===== src/rtl/dll_div_pkg.sv =====
// ---------------------------------------------------------------------------
// dll_div_pkg
// Shared definitions for the multi-cycle restoring divider (dll_seq_divider).
//   - div_state_e : two-state control FSM encoding (IDLE, RUN)
//   - calc_iter   : iterations needed for a numerator width at a given radix
//   - cnt_width   : width of the iteration counter for a given ITER
//   - DIV_ALL_ONES / DIV_ONE / DIV_ZERO : wide result constants, sliced by
//     the user to the result width
// ---------------------------------------------------------------------------
package dll_div_pkg;

    typedef enum logic {
        IDLE = 1'b0,
        RUN  = 1'b1
    } div_state_e;

    localparam logic [63:0] DIV_ALL_ONES = '1;
    localparam logic [63:0] DIV_ONE      = 64'd1;
    localparam logic [63:0] DIV_ZERO     = '0;

    // ceil(num_width / bits_per_cycle)
    function automatic int calc_iter(input int num_width, input int bits_per_cycle);
        return (num_width + bits_per_cycle - 1) / bits_per_cycle;
    endfunction

    // Counter must hold ITER-1; keep at least one bit for the ITER=1 case.
    function automatic int cnt_width(input int iter);
        return (iter > 1) ? $clog2(iter) : 1;
    endfunction

endpackage


===== src/rtl/dll_div_step.sv =====
// ---------------------------------------------------------------------------
// dll_div_step
// One combinational restoring-division step.
// Ports:
//   rem_i     : partial remainder entering the step (always < denom_i)
//   num_bit_i : next numerator bit, shifted into the remainder LSB
//   denom_i   : divisor magnitude
//   rem_o     : partial remainder leaving the step
//   q_bit_o   : resolved quotient bit (1 = subtraction kept)
// ---------------------------------------------------------------------------
module dll_div_step #(
    parameter int DEN_WIDTH = 9
) (
    input  logic [DEN_WIDTH-1:0] rem_i,
    input  logic                 num_bit_i,
    input  logic [DEN_WIDTH-1:0] denom_i,
    output logic [DEN_WIDTH-1:0] rem_o,
    output logic                 q_bit_o
);

    logic [DEN_WIDTH:0]   shifted;
    logic [DEN_WIDTH+1:0] diff;
    logic                 unused_diff_bit;

    assign shifted = {rem_i, num_bit_i};
    // One extra bit beyond the shifted value carries the borrow.
    assign diff    = {1'b0, shifted} - {2'b00, denom_i};
    assign q_bit_o = ~diff[DEN_WIDTH+1];

    // shifted < 2*denom, so a kept difference always fits in DEN_WIDTH bits;
    // diff[DEN_WIDTH] is therefore zero whenever it is selected.
    assign rem_o           = q_bit_o ? diff[DEN_WIDTH-1:0] : shifted[DEN_WIDTH-1:0];
    assign unused_diff_bit = diff[DEN_WIDTH];

endmodule


===== src/rtl/dll_seq_divider.sv =====
// ---------------------------------------------------------------------------
// dll_seq_divider
// Multi-cycle restoring divider with start/ready/done handshake. Resolves
// BITS_PER_CYCLE quotient bits per clock; ITER = ceil(NUM_WIDTH/BITS_PER_CYCLE).
// Optional signed operation is enabled by defining DLL_SEQ_DIVIDER_SIGNED_EN.
// Ports:
//   clock       : system clock, rising edge
//   reset_n     : asynchronous active-low reset
//   start       : operation request, accepted only while ready=1
//   numer       : dividend, sampled on the accepting edge
//   denom       : divisor, sampled on the accepting edge
//   ready       : idle, can accept start
//   quotient    : registered quotient, held until the next completion
//   remain      : registered remainder, held until the next completion
//   done        : one-cycle completion pulse
//   div_zero    : completed operation had denom=0
//   signed_mode : (DLL_SEQ_DIVIDER_SIGNED_EN only) two's complement operands
// ---------------------------------------------------------------------------
module dll_seq_divider
    import dll_div_pkg::*;
#(
    parameter int NUM_WIDTH      = 9,
    parameter int DEN_WIDTH      = 9,
    parameter int BITS_PER_CYCLE = 1
) (
    input  logic                 clock,
    input  logic                 reset_n,
    input  logic                 start,
    input  logic [NUM_WIDTH-1:0] numer,
    input  logic [DEN_WIDTH-1:0] denom,
    output logic                 ready,
    output logic [NUM_WIDTH-1:0] quotient,
    output logic [DEN_WIDTH-1:0] remain,
    output logic                 done,
    output logic                 div_zero
`ifdef DLL_SEQ_DIVIDER_SIGNED_EN
    ,
    input  logic                 signed_mode
`endif
);

    localparam int ITER      = calc_iter(NUM_WIDTH, BITS_PER_CYCLE);
    localparam int PAD_WIDTH = ITER * BITS_PER_CYCLE;
    localparam int CNT_W     = cnt_width(ITER);
    localparam logic [CNT_W-1:0] CNT_LOAD = CNT_W'(ITER - 1);

    div_state_e           state_q, state_d;
    logic [CNT_W-1:0]     cnt_q, cnt_d;
    // Numerator shifts out at the top while quotient bits shift in at the
    // bottom; after ITER steps the low NUM_WIDTH bits are the quotient.
    logic [PAD_WIDTH-1:0] num_work_q, num_work_d;
    logic [DEN_WIDTH-1:0] rem_q, rem_d;
    logic [DEN_WIDTH-1:0] denom_q, denom_d;
    logic                 zero_q, zero_d;
    logic                 q_neg_q, q_neg_d;
    logic                 r_neg_q, r_neg_d;
    logic [NUM_WIDTH-1:0] quotient_q, quotient_d;
    logic [DEN_WIDTH-1:0] remain_q, remain_d;
    logic                 div_zero_q, div_zero_d;
    logic                 done_q, done_d;

    logic                 signed_sel;
    logic [NUM_WIDTH-1:0] numer_mag;
    logic [DEN_WIDTH-1:0] denom_mag;
    logic                 denom_is_zero;

`ifdef DLL_SEQ_DIVIDER_SIGNED_EN
    assign signed_sel = signed_mode;
`else
    assign signed_sel = 1'b0;
`endif

    assign numer_mag = (signed_sel && numer[NUM_WIDTH-1]) ? (NUM_WIDTH'(0) - numer) : numer;
    assign denom_mag = (signed_sel && denom[DEN_WIDTH-1]) ? (DEN_WIDTH'(0) - denom) : denom;
    assign denom_is_zero = (denom == '0);

    // Restoring step chain, MSB first within each iteration.
    logic [DEN_WIDTH-1:0]      rem_chain [BITS_PER_CYCLE+1];
    logic [BITS_PER_CYCLE-1:0] q_bits;

    assign rem_chain[0] = rem_q;

    genvar gi;
    generate
        for (gi = 0; gi < BITS_PER_CYCLE; gi++) begin : g_step
            dll_div_step #(
                .DEN_WIDTH (DEN_WIDTH)
            ) u_step (
                .rem_i     (rem_chain[gi]),
                .num_bit_i (num_work_q[PAD_WIDTH-1-gi]),
                .denom_i   (denom_q),
                .rem_o     (rem_chain[gi+1]),
                .q_bit_o   (q_bits[BITS_PER_CYCLE-1-gi])
            );
        end
    endgenerate

    logic [PAD_WIDTH-1:0] num_shift;
    logic [NUM_WIDTH-1:0] q_mag;
    logic [DEN_WIDTH-1:0] r_mag;

    assign num_shift = (num_work_q << BITS_PER_CYCLE) | PAD_WIDTH'(q_bits);
    assign q_mag     = num_shift[NUM_WIDTH-1:0];
    assign r_mag     = rem_chain[BITS_PER_CYCLE];

    always_comb begin
        state_d    = state_q;
        cnt_d      = cnt_q;
        num_work_d = num_work_q;
        rem_d      = rem_q;
        denom_d    = denom_q;
        zero_d     = zero_q;
        q_neg_d    = q_neg_q;
        r_neg_d    = r_neg_q;
        quotient_d = quotient_q;
        remain_d   = remain_q;
        div_zero_d = div_zero_q;
        done_d     = 1'b0;

        case (state_q)
            IDLE: begin
                if (start) begin
                    state_d = RUN;
                    rem_d   = '0;
                    denom_d = denom_mag;
                    zero_d  = denom_is_zero;
                    q_neg_d = signed_sel & (numer[NUM_WIDTH-1] ^ denom[DEN_WIDTH-1]);
                    r_neg_d = signed_sel & numer[NUM_WIDTH-1];
                    if (denom_is_zero) begin
                        // Raw numerator kept so the remainder is numer truncated.
                        cnt_d      = '0;
                        num_work_d = PAD_WIDTH'(numer);
                    end else begin
                        // Zero left-padding makes the first iteration cover
                        // only the leftover bits when the width does not divide.
                        cnt_d      = CNT_LOAD;
                        num_work_d = PAD_WIDTH'(numer_mag);
                    end
                end
            end

            RUN: begin
                rem_d      = r_mag;
                num_work_d = num_shift;
                cnt_d      = cnt_q - 1'b1;
                if (cnt_q == '0) begin
                    state_d    = IDLE;
                    cnt_d      = '0;
                    done_d     = 1'b1;
                    div_zero_d = zero_q;
                    if (zero_q) begin
                        quotient_d = r_neg_q ? DIV_ONE[NUM_WIDTH-1:0] : DIV_ALL_ONES[NUM_WIDTH-1:0];
                        remain_d   = num_work_q[DEN_WIDTH-1:0];
                    end else begin
                        // Most-negative / -1 falls out naturally: the magnitude
                        // wraps to the most-negative pattern and is not negated.
                        quotient_d = q_neg_q ? (NUM_WIDTH'(0) - q_mag) : q_mag;
                        remain_d   = r_neg_q ? (DEN_WIDTH'(0) - r_mag) : r_mag;
                    end
                end
            end

            default: begin
                state_d = IDLE;
            end
        endcase
    end

    always_ff @(posedge clock or negedge reset_n) begin
        if (!reset_n) begin
            state_q    <= IDLE;
            cnt_q      <= '0;
            num_work_q <= '0;
            rem_q      <= '0;
            denom_q    <= '0;
            zero_q     <= 1'b0;
            q_neg_q    <= 1'b0;
            r_neg_q    <= 1'b0;
            quotient_q <= DIV_ZERO[NUM_WIDTH-1:0];
            remain_q   <= DIV_ZERO[DEN_WIDTH-1:0];
            div_zero_q <= 1'b0;
            done_q     <= 1'b0;
        end else begin
            state_q    <= state_d;
            cnt_q      <= cnt_d;
            num_work_q <= num_work_d;
            rem_q      <= rem_d;
            denom_q    <= denom_d;
            zero_q     <= zero_d;
            q_neg_q    <= q_neg_d;
            r_neg_q    <= r_neg_d;
            quotient_q <= quotient_d;
            remain_q   <= remain_d;
            div_zero_q <= div_zero_d;
            done_q     <= done_d;
        end
    end

    assign ready    = (state_q == IDLE);
    assign quotient = quotient_q;
    assign remain   = remain_q;
    assign div_zero = div_zero_q;
    assign done     = done_q;

endmodule


===== config.mk =====
export PLATFORM = sky130hd
export DESIGN_NAME = dll_seq_divider
export DESIGN_NICKNAME = d
export VERILOG_FILES = /design/src/rtl/dll_div_pkg.sv /design/src/rtl/dll_div_step.sv /design/src/rtl/dll_seq_divider.sv
export SDC_FILE = /design/constraint.sdc
export NUM_CORES = 1
export LEC_CHECK = 0
export BUFFER_PORTS_ARGS = -buffer_cell sky130_fd_sc_hd__clkbuf_2
export CORE_MARGIN = 2
export CORE_UTILIZATION = 45
export DETAILED_ROUTE_END_ITERATION = 12
export PLACE_DENSITY = 0.66
export SETUP_SLACK_MARGIN = 0.3
export SLEW_MARGIN = 10
export SYNTH_ARGS = -nofsm -noshare
export SYNTH_HDL_FRONTEND = slang
export SYNTH_SLANG_ARGS = --single-unit

===== constraint.sdc =====
create_clock -name clock -period 5.39 [get_ports clock]
set_input_delay 0.2695 -clock clock [delete_from_list [all_inputs] [get_ports clock]]
set_output_delay 0.2695 -clock clock [all_outputs]
set_load 0.01 [all_outputs]

# Word level (Yosys, flattened, before mapping)
# Cells that the tools add are included.
[totals]
out_inout_bits = 21
register_bits = 53
wordCells = 36
[classes]
muxes = 16
reduce_logical = 4
bitwise = 3
n_eq_ne = 1
addsub = 2
[op_table]
columns = ["op", "count"]
rows = [
  ["$mux 9", 5],
  ["$pmux 9 s2", 2],
  ["$mux 4", 3],
  ["$sub 10x9->11", 1],
  ["$logic_not 9->1", 1],
  ["$or 9x1->9", 1],
  ["$pmux 4 s2", 1],
  ["$logic_not 4->1", 1],
  ["$mux 1", 4],
  ["$reduce_and 2->1", 2],
  ["$sub 4x1->4 const B", 1],
  ["$ne 2x2->1 const B", 1],
  ["$not 1->1", 2],
  ["$pmux 1 s2", 1],
]

# Depth between registers and ports, before layout
# Gate-level depths: netlist (run 1).
[depth]
word_depth = 4
mapped_depth = 10
mapped_depth_nobuf = 9

# Hierarchy
# A second synthesis (run 1) with hierarchy kept.
[hier_totals]
hier_cells = 265
area_unflattened_um2 = 2720.1
[by_module_without_submodules]
columns = ["module", "area_per_inst_um2", "cells_per_inst", "n_inst"]
rows = [
  ["dll_seq_divider", 2233.4, 197, 1],
  ["dll_div_step", 486.7, 68, 1],
]

# Worst setup path after synthesis (run 1)
# OpenSTA, ideal clock, no wires.
[synth_path]
path_type = "register to register"
from = "reg num_work_q[8]"
to = "reg remain_q[0], in the netlist remain[0]"
stages_incl_launch_ff = 11
path_slack_ns = 3.019
setup_time_ns = 0.126
period_less_slack_ns = 2.371
arrival_ns = 2.245
cell_sequence = "dfrtp_1 > inv_1 > ha_1 > inv_1 > fa_1 > a211oi_4 > o21ai_4 > a41o_1 > buf_6 > mux2i_1 > a221o_1"
[synth_between]
elab_chain_cells = 3
[synth_lines]
columns = ["element", "line_no", "source"]
rows = [
  ["start, declared", "dll_seq_divider.sv:51", "logic [PAD_WIDTH-1:0] num_work_q, num_work_d;"],
  ["start signal, assigned", "dll_seq_divider.sv:186", "num_work_q <= num_work_d;"],
  ["$sub 10x9->11", "dll_div_step.sv:27", "assign diff = {1'b0, shifted} - {2'b00, denom_i};"],
  ["$mux 9 *", "dll_div_step.sv:32", "assign rem_o = q_bit_o ? diff[DEN_WIDTH-1:0] : shifted[DEN_WIDTH-1:0];"],
  ["$mux 9 *", "dll_seq_divider.sv:151", "if (zero_q) begin"],
  ["end signal, assigned", "dll_seq_divider.sv:180", "remain_q <= DIV_ZERO[DEN_WIDTH-1:0];"],
  ["end signal, assigned", "dll_seq_divider.sv:193", "remain_q <= remain_d;"],
  ["end, declared", "dll_seq_divider.sv:58", "logic [DEN_WIDTH-1:0] remain_q, remain_d;"],
]
# Mark *: on every way between the ends. The rest lies on a longest branch, timed or not.
# A chain may end at the register's enable or synchronous reset.

# Worst setup path after layout (run 1)
[layout_path]
from = "reg state_q"
to = "reg remain_q[8], in the netlist remain[8]"
[layout_between]
elab_chain_cells = 1
[layout_lines]
columns = ["element", "line_no", "source"]
rows = [
  ["start, declared", "dll_seq_divider.sv:47", "div_state_e state_q, state_d;"],
  ["start signal, assigned", "dll_seq_divider.sv:184", "state_q <= state_d;"],
  ["$reduce_and 2->1 (no source line)", "n/a", ""],
]
# Every way passes these cells.

==> flow_metrics.py, run 1 <==
metrics = {
    "status": {
        "status": "complete, no violations",
    },
    "critical_path": {
        "timing.critical_path.slowest_cell_delay_ns": 0.93,
        "end_kind": "register",
        "cp_cell_sequence": "nand3_1 -> inv_1 -> and3_1 -> a21oi_1 -> o31ai_1",
        "cp_slowest_cell": "dfrtp_1",
        "cp-start-kind": "register",
        "path_max_fanout": 31,
        "required_ns": 5.61,
        "arrival_ns": 3.08,
        "crit_type": "register to register",
    },
    "synthesis": {
        "synth_cell_types": 41,
        "ys_ff_latch": 53,
        "yosysMostFrequentCell": "nand2_1",
        "yosys.area.top_type": "dfrtp_1",
        "synth_cells": 290,
        "synthArstFlopShare": 1.000,
        "syn-num-nets": 323,
        "synth.area.top_cells": "dfrtp_1, nand2_1, o21ai_0, mux2i_1, ha_1",
        "ys_seq_area_frac": 0.4827,
        "syn-cell-area_sq_mm": 0.002748,
        "synthFlopType": "dfrtp_1",
        "synth_edf_count": 0,
        "synth.avg_cell_area_sq_um": 9.475,
        "yosysWarningCount": 0,
        "synthTopCellsByCount": "nand2_1, dfrtp_1, o21ai_0, mux2i_1, nor2_1",
        "yosysTopAreaCellShare": 0.4827,
    },
    "power": {
        "powerDensity_mw_per_mm2": 694.0,
        "power_mw": 2.127,
        "leakagePower_nw": 1.530,
        "peakVddDrop_v": 0.0003745,
    },
    "timing": {
        "hold_violations": 0,
        "slew_violations": 0,
        "whs_ns": 0.06424,
        "rsz0062_at_grt": "no",
        "finalSetupViolations": 0,
        "fmax_ghz": 0.3501,
        "setup_ws_ns": 2.533,
        "relSlewSlack": 0.3216,
        "clock_skew_ns": 0.008093,
        "finalCritPeriodShare": 0.5300,
        "worst_slew_pin_slew_ns": 1.016,
        "setup_tns_ns": 0,
        "finalCriticalPeriod_ns": 2.857,
    },
    "drt": {
        "drt_iter0_drc": 123,
        "routed-wl-met3_microns": 221,
        "post_drt_wl_per_cell_microns": 15.15,
        "ant_nets": 0,
        "wl_met2_microns": 2875,
        "wl_met1_microns": 2830,
        "wl_microns": 6014,
        "drc": 0,
        "first_pass_iters": 4,
        "vias": 2135,
        "routed.top_layer": "met4",
        "vias_per_cell": 5.378,
    },
    "layout": {
        "design_area_sq_mm": 0.003064,
        "seqCellArea_sq_mm": 0.001326,
        "multiInputGateArea_sq_mm": 0.001285,
        "nNetsFinal": 354,
        "n_fill_cell": 542,
        "fin_cells": 397,
        "diodes": 0,
        "post-route-util": 0.5175,
        "syn_to_final_growth_pct": 11.52,
        "drive_above_1_share": 0.1739,
    },
    "clocking": {
        "clkLatencyLatePin_ns": 0.31,
        "cts_buffers": 5,
        "cts_setup_buffers": 0,
        "clkSinkCount": 53,
        "ctsHoldBuffers": 0,
        "cts_max_path_buffers": 2,
        "clkTransAtPathRegs_ns": 0.11,
        "htree_levels": 2,
        "cts_tree": "done",
        "cts-root-buf": "clkbuf_8",
        "cts-resized-gates": 0,
    },
    "grt": {
        "grt_overflow": 0,
        "antenna_found_initial": 0,
        "grt_pass1_wl_microns": 10380,
        "grt_pass1_vias": 2110,
        "grt_util_all_layers": 0.2018,
        "grt_max_degree": 54,
    },
    "die": {
        "die_h_microns": 82.14,
        "design.core.area_sq_mm": 0.005921,
        "row_count": 28,
        "die_area_sq_mm": 0.006747,
        "io_pins": 42,
        "start_util": 0.4641,
        "die_w_microns": 82.14,
    },
    "placement": {
        "dpl.hpwl_microns": 4169,
        "dp.cells": 389,
        "post-place-ws_ns": 2.562,
        "placement.io_buffers": 41,
        "gp_congestion": 0.8320,
        "place_area_sq_mm": 0.002970,
    },
    "job": {
        "drv_cap": 0,
    },
    "hold_path": {
        "hold_path_class": "input port to asynchronous set/reset pin",
    },
}
-- power breakdown --
part	internal, mW	switching [mW]
Clock	0.0951	0.145
Combinational	0.464	0.689
Sequential	0.586	0.148
-- layout by cell type, fill, tap and decap left out, types with 2 or more instances in the layout --
| master | synthesis | layout |
|---|---|---|
| and2_1 | 2 | 2 |
| xor2_1 | 4 | 4 |
| inv_6 | 0 | 2 |
| nor3b_1 | 2 | 2 |
| inv_1 | 14 | 14 |
| o31ai_1 | 7 | 7 |
| nand3_1 | 2 | 2 |
| a31oi_1 | 2 | 2 |
| or3_1 | 2 | 2 |
| dfrtp_1 | 53 | 53 |
| clkbuf_8 | 0 | 5 |
| a311oi_1 | 2 | 2 |
| nand2b_1 | 4 | 4 |
| mux2i_1 | 15 | 15 |
| a21o_1 | 3 | 3 |
| o22ai_1 | 9 | 9 |
| nor4_1 | 2 | 2 |
| nand2_1 | 55 | 55 |
| nor2_1 | 15 | 15 |
| clkbuf_2 | 0 | 41 |
| o21ai_0 | 32 | 32 |
| and3_1 | 5 | 5 |
| a21oi_1 | 14 | 14 |
| ha_1 | 11 | 11 |
| a211o_1 | 2 | 2 |
-- sequential cells by signal, indices dropped and copies added, names as in the netlist --
name        flops
cnt_q           4
denom_q         9
div_zero        1
done            1
num_work_q      9
quotient        9
rem_q           9
remain          9
state_q         1
zero_q          1
-- routing by layer --
layer,global-route usage,vias up
li1,-,1064
met1,0.2811,1015
met2,0.3146,48
met3,0.04674,8
met4,0.06167,0
met5,0,-
-- worst max-delay path, delay by kind of cell, from the launching register on --
family,cells,cell delay [ns]
simple gates,2,1.00
flops,1,0.93
buf+inv,1,0.69
compound gates,2,0.15
-- cell families (layout without fill, tap and decap cells) --
kind of cell    after synthesis  after routing  synth area share
xor+xnor                      5              5           0.01594
compound gates               81             81            0.1926
buf+inv                      32             64           0.04963
simple gates                 91             91            0.1430
flops                        53             53            0.4827
fa+ha+maj                    12             12           0.05738
mux                          16             16           0.05874
-- layout make-up --
| cell class | count | area share |
|---|---|---|
| flip-flops and latches | 53 | 0.4328 |
| clock buffers | 5 | 0.02246 |
| inverters | 14 | 0.01715 |
| repair buffers | 42 | 0.06942 |
| clock inverters | 3 | 0.008167 |
| multi-input cells | 205 | 0.4194 |
| well taps | 75 | 0.03062 |
-- worst paths after layout --
kind	from	endpoint	cells after the start	slack [ns]
worst max-delay path	state_q	remain[8]	5	2.53
worst min-delay path	reset_n	denom_q[4]	2	0.06
worst max register to register	state_q	remain[8]	5	2.53
worst min register to register	quotient[1]	quotient[1]	2	0.48
max in group asynchronous	reset_n	quotient[3]	2	4.87
min in group clock	denom[6]	denom_q[6]	3	0.17
Note: power is estimated with default switching activity, not from simulation.
==> inputs of run 2 (changes only) <==
==> constraint.sdc (replaced) <==
create_clock -name clock -period 2.8 [get_ports clock]
set_input_delay 0.14 -clock clock [delete_from_list [all_inputs] [get_ports clock]]
set_output_delay 0.14 -clock clock [all_outputs]
set_load 0.01 [all_outputs]
==> flow_metrics.py, run 2 (synthesized netlist as in run 1, its figures left out) <==
metrics = {
    "status": {
        "status": "complete, no violations",
    },
    "clocking": {
        "cts-root-buf": "clkbuf_8",
        "cts_buffers": 5,
        "htree_levels": 2,
        "cts_max_path_buffers": 2,
        "cts_tree": "done",
        "clkTransAtPathRegs_ns": 0.09,
        "clkLatencyLatePin_ns": 0.31,
        "clkSinkCount": 53,
    },
    "critical_path": {
        "cp_slowest_cell": "dfrtp_1",
        "critical-path-top-delay-family": "compound AO/OA/AOI/OAI gates",
        "cp_cell_sequence": "inv_1 -> ha_1 -> inv_1 -> fa_2 -> a211oi_4 -> o21ai_4 -> a41o_4 -> mux2i_1 -> a221o_1",
        "cp.buffers_inverters": 2,
        "required_ns": 3.00,
        "end_kind": "register",
        "crit_type": "register to register",
        "cp-start-kind": "register",
        "cpMostUsedCell": "inv_1",
        "arrival_ns": 2.56,
        "path_max_fanout": 8,
        "timing.critical_path.slowest_cell_delay_ns": 0.40,
    },
    "grt": {
        "antenna_found_initial": 0,
        "grt_pass1_wl_microns": 10600,
        "grt_max_degree": 36,
        "grt_pass1_vias": 2135,
        "grt_util_all_layers": 0.2090,
        "grt_overflow": 0,
    },
    "power": {
        "p_sw_frac": 0.4495,
        "powerDensity_mw_per_mm2": 1378,
        "p_comb_frac": 0.564,
        "pwr-share-seq": 0.314,
        "clkPwrFrac": 0.122,
        "peakVddDrop_v": 0.0006202,
        "internal_power_mw": 2.401,
        "switchingPower_mw": 1.960,
        "leakagePower_nw": 1.574,
    },
    "die": {
        "start_util": 0.4641,
        "io_pins": 42,
        "die_w_microns": 82.14,
        "design.core.area_sq_mm": 0.005921,
        "die_area_sq_mm": 0.006747,
        "row_count": 28,
        "die_h_microns": 82.14,
    },
    "layout": {
        "final_common_cell": "nand2_1",
        "syn_to_final_growth_pct": 15.21,
        "fin_cells": 404,
        "drive_above_1_share": 0.1945,
        "diodes": 0,
        "n_fill_cell": 573,
        "final_cell_mix": "nand2_1, dfrtp_1, clkbuf_2, o21ai_0, nor2_1",
        "nNetsFinal": 361,
    },
    "timing": {
        "relSlewSlack": 0.5692,
        "setup_tns_ns": 0,
        "finalCritPeriodShare": 0.8447,
        "setup_ws_ns": 0.4349,
        "fmax_ghz": 0.4228,
        "finalCriticalPeriod_ns": 2.365,
        "finalSetupViolations": 0,
        "slew_violations": 0,
        "worst_slew_pin_slew_ns": 0.6463,
        "clock_skew_ns": 0.008346,
        "rsz0062_at_grt": "no",
        "hold_violations": 0,
    },
    "placement": {
        "post-place-ws_ns": 0.2326,
        "dp.cells": 394,
        "gp_congestion": 0.8188,
        "placement.io_buffers": 41,
        "dpl.hpwl_microns": 4518,
    },
    "drt": {
        "vias_per_cell": 5.443,
        "drc": 0,
        "post_drt_wl_per_cell_microns": 15.87,
        "first_pass_iters": 5,
        "drt_iter0_drc": 206,
        "ant_nets": 0,
        "wl_microns": 6413,
        "vias": 2199,
    },
    "hold_path": {
        "hold_path_class": "input port to register",
    },
    "job": {
        "drv_cap": 0,
    },
}
==> run 2: final cells by class <==
class	count	area, sq um	share of cell area
Sequential cell	53	1326	0.4190
Multi-Input combinational cell	205	1314	0.4150
Timing Repair Buffer	49	267.8	0.08458
Tap cell	75	93.84	0.02964
Clock buffer	6	72.57	0.02292
Inverter	14	52.55	0.01660
Clock inverter	2	38.79	0.01225
==> run 2: path summary, 6_finish.rpt <==
path                               start           to  slack, ns  depth (start not counted)
setup / recovery           num_work_q[8]    remain[0]       0.43                          9
hold / removal                  denom[1]   denom_q[1]       0.04                          3
setup reg to reg           num_work_q[8]    remain[0]       0.43                          9
hold reg to reg              quotient[4]  quotient[4]       0.48                          2
max in group asynchronous        reset_n    remain[7]       1.65                          3
min in group asynchronous        reset_n   denom_q[3]       0.32                          2
==> run 2: per-stage QoR <==
stage | cell area (sq um) | total power [mW] | util | hold WS, ns
2_1_floorplan | 2748 | 3.093 | - | -0.1556
3_3_place_gp | 3008 | 3.624 | 0.5080 | 0.1199
3_5_place_dp | 3008 | 3.703 | 0.5080 | 0.1276
4_1_cts | 3148 | 4.295 | 0.5317 | 0.04473
5_1_grt | 3166 | 4.752 | 0.5347 | 0.05508
6_report | 3166 | 4.362 | 0.5347 | 0.03977
==> run 2: metal layers <==
metal | track usage | up-vias | wire length (microns)
li1 | - | 1082 | -
met1 | 0.2809 | 1059 | 2846
met2 | 0.3520 | 52 | 3226
met3 | 0.03587 | 6 | 255
met4 | 0.05333 | 0 | 85
met5 | 0 | - | 0
==> run 2: worst reg2reg max path, cell delays in order, from the launching register on <==
cell      delay (ns)
dfrtp_1         0.40
inv_1           0.08
ha_1            0.15
inv_1           0.05
fa_2            0.37
a211oi_4        0.27
o21ai_4         0.13
a41o_4          0.34
mux2i_1         0.15
a221o_1         0.32
==> run 2: repair_timing <==
item                                    in CTS  in global routing
gates resized for setup                      2                  3
endpoints found under the setup margin       1                 10
hold buffers                                 1                  0
buffers inserted                             1                  0
pin swaps                                    1                  2
endpoints found under the hold margin       18                  0
==> run 2: power by group through the flow <==
stage          sequential [mW]  combinational (mW)  clock (mW)
2_1_floorplan             1.38                1.72           0
3_3_place_gp              1.37                2.25           0
3_5_place_dp              1.38                2.32           0
4_1_cts                   1.37                2.39       0.536
6_report                  1.37                2.46       0.532
5_1_grt                   1.42                2.76       0.574
==> inputs of run 3 (changes only) <==
--- a/config.mk
+++ b/config.mk
@@ -9,7 +9,7 @@
 export CORE_MARGIN = 2
 export CORE_UTILIZATION = 45
 export DETAILED_ROUTE_END_ITERATION = 12
-export PLACE_DENSITY = 0.66
+export PLACE_DENSITY = 0.68
 export SETUP_SLACK_MARGIN = 0.3
 export SLEW_MARGIN = 10
 export SYNTH_ARGS = -nofsm -noshare
==> constraint.sdc (replaced) <==
create_clock -name clock -period 1.95 [get_ports clock]
set_input_delay 0.0975 -clock clock [delete_from_list [all_inputs] [get_ports clock]]
set_output_delay 0.0975 -clock clock [all_outputs]
set_load 0.01 [all_outputs]
==> flow_metrics.py, run 3 (synthesized netlist as in run 1, its figures left out) <==
metrics = {
    "grt": {
        "grt_util_all_layers": 0.2229,
        "grt_max_degree": 54,
        "use_met1": 0.2923,
        "use_met3": 0.04130,
        "grt_pass1_vias": 2388,
        "antenna_found_initial": 0,
        "met2_usage": 0.3780,
        "grt_pass1_wl_microns": 11340,
        "gr-max-usage-layer": "met2",
        "grt_overflow": 0,
    },
    "layout": {
        "final_common_cell": "nand2_1",
        "syn_to_final_growth_pct": 30.97,
        "n_fill_cell": 505,
        "diodes": 0,
        "final_cell_mix": "nand2_1, dfrtp_1, clkbuf_2, buf_4, o21ai_0",
        "nNetsFinal": 396,
        "drive_above_1_share": 0.3269,
        "design_area_sq_mm": 0.003598,
        "fin_cells": 439,
    },
    "placement": {
        "gp_congestion": 0.8487,
        "dpl.hpwl_microns": 4776,
        "dp.cells": 422,
        "placement.io_buffers": 41,
        "post-place-ws_ns": -0.3740,
        "place_area_sq_mm": 0.003252,
    },
    "timing": {
        "slew_violations": 0,
        "rsz0062_at_grt": "yes",
        "fmax_ghz": 0.4431,
        "finalCriticalPeriod_ns": 2.257,
        "worst_slew_pin_slew_ns": 0.6776,
        "finalSetupViolations": 20,
        "clock_skew_ns": 0.01247,
        "finalCritPeriodShare": 1.157,
        "relSlewSlack": 0.5483,
        "whs_ns": 0.007647,
        "hold_violations": 0,
        "setup_ws_ns": -0.3069,
    },
    "drt": {
        "first_pass_iters": 4,
        "wl_microns": 6988,
        "vias_per_cell": 5.349,
        "post_drt_wl_per_cell_microns": 15.92,
        "drt_iter0_drc": 143,
        "vias": 2348,
        "ant_nets": 0,
        "drc": 0,
    },
    "status": {
        "status": "finished with violations",
        "violations": "setup timing",
    },
    "power": {
        "powerDensity_mw_per_mm2": 2131,
        "peakVddDrop_v": 0.001026,
        "leakagePower_nw": 1.760,
    },
    "die": {
        "row_count": 28,
        "die_w_microns": 82.14,
        "die_h_microns": 82.14,
        "start_util": 0.4641,
        "die_area_sq_mm": 0.006747,
        "design.core.area_sq_mm": 0.005921,
        "io_pins": 42,
    },
    "critical_path": {
        "crit_type": "register to register",
        "cp-start-kind": "register",
        "end_kind": "register",
        "required_ns": 2.16,
        "r2r_cells": 9,
        "arrival_ns": 2.46,
        "path_max_fanout": 4,
    },
    "clocking": {
        "cts_tree": "done",
        "clkTransAtPathRegs_ns": 0.10,
        "cts_buffers": 5,
        "clkSinkCount": 53,
        "clkLatencyLatePin_ns": 0.32,
        "cts_max_path_buffers": 2,
        "htree_levels": 2,
        "cts-root-buf": "clkbuf_8",
    },
    "hold_path": {
        "hold_path_class": "input port to register",
        "holdPathStages": 3,
    },
    "job": {
        "drv_cap": 0,
    },
}
-- run 3: changes by cell type in the layout (fill, tap and decap cells not counted), sizes merged --
cell,previous run,this run
inv,14,15
clkinvlp,0,1
buf,7,41
clkbuf,47,46
dlygate4sd3,1,2
bufinv,1,0
-- run 3: worst paths after layout --
check	startpoint	to	slack (ns)
max	num_work_q[8]	remain[0]	-0.31
min	denom[6]	denom_q[6]	0.008
max reg2reg	num_work_q[8]	remain[0]	-0.31
min reg2reg	quotient[4]	quotient[4]	0.47
max in group asynchronous	reset_n	quotient[3]	1.06
min in group asynchronous	reset_n	rem_q[4]	0.44
-- run 3: power by group --
part	internal, mW	switching, mW
registers	1.62	0.341
logic	2.41	2.66
clock network	0.256	0.386
total	4.29	3.38
-- run 3: cell type report --
type                       instances  area (sq um)  share of cell area
multi-input combinational        205          1459              0.4054
sequential                        53          1326              0.3686
timing repair buffer              84         576.8              0.1603
tap                               75         93.84             0.02608
clock buffer                       5         68.82             0.01912
inverter                          14         52.55             0.01460
clock inverter                     3         21.27            0.005911
-- run 3: critical path, cell delays in order (launching register included) --
cell and delay (ns):
dfrtp_1 0.40, inv_2 0.08, ha_4 0.13, inv_2 0.03
fa_2 0.36, a211oi_4 0.30, o21ai_4 0.10, a41o_4 0.25
mux2i_4 0.20, a221o_1 0.29
-- run 3: through the flow --
stage	utilization	TNS, ns	power, mW
floorplan	-	-4.214	4.479
CTS	0.5801	-3.984	6.891
global route	0.6078	-6.356	8.283
detailed placement	0.5492	-5.867	5.915
finish	0.6078	-4.682	7.669
global placement	0.5492	-5.044	5.809
-- run 3: per-layer routing --
| layer | vias up | share of wire |
|---|---|---|
| li1 | 1156 | - |
| met1 | 1154 | 0.42 |
| met2 | 34 | 0.54 |
| met3 | 4 | 0.029 |
| met4 | 0 | 0.0099 |
| met5 | - | 0 |
-- run 3: what timing repair did --
action,CTS,global route
gates cloned,0,0
resized for setup,12,21
endpoints found under the hold margin,54,0
buffers inserted,3,4
setup endpoints to repair,20,22
hold buffers,2,0
pin swaps,6,9
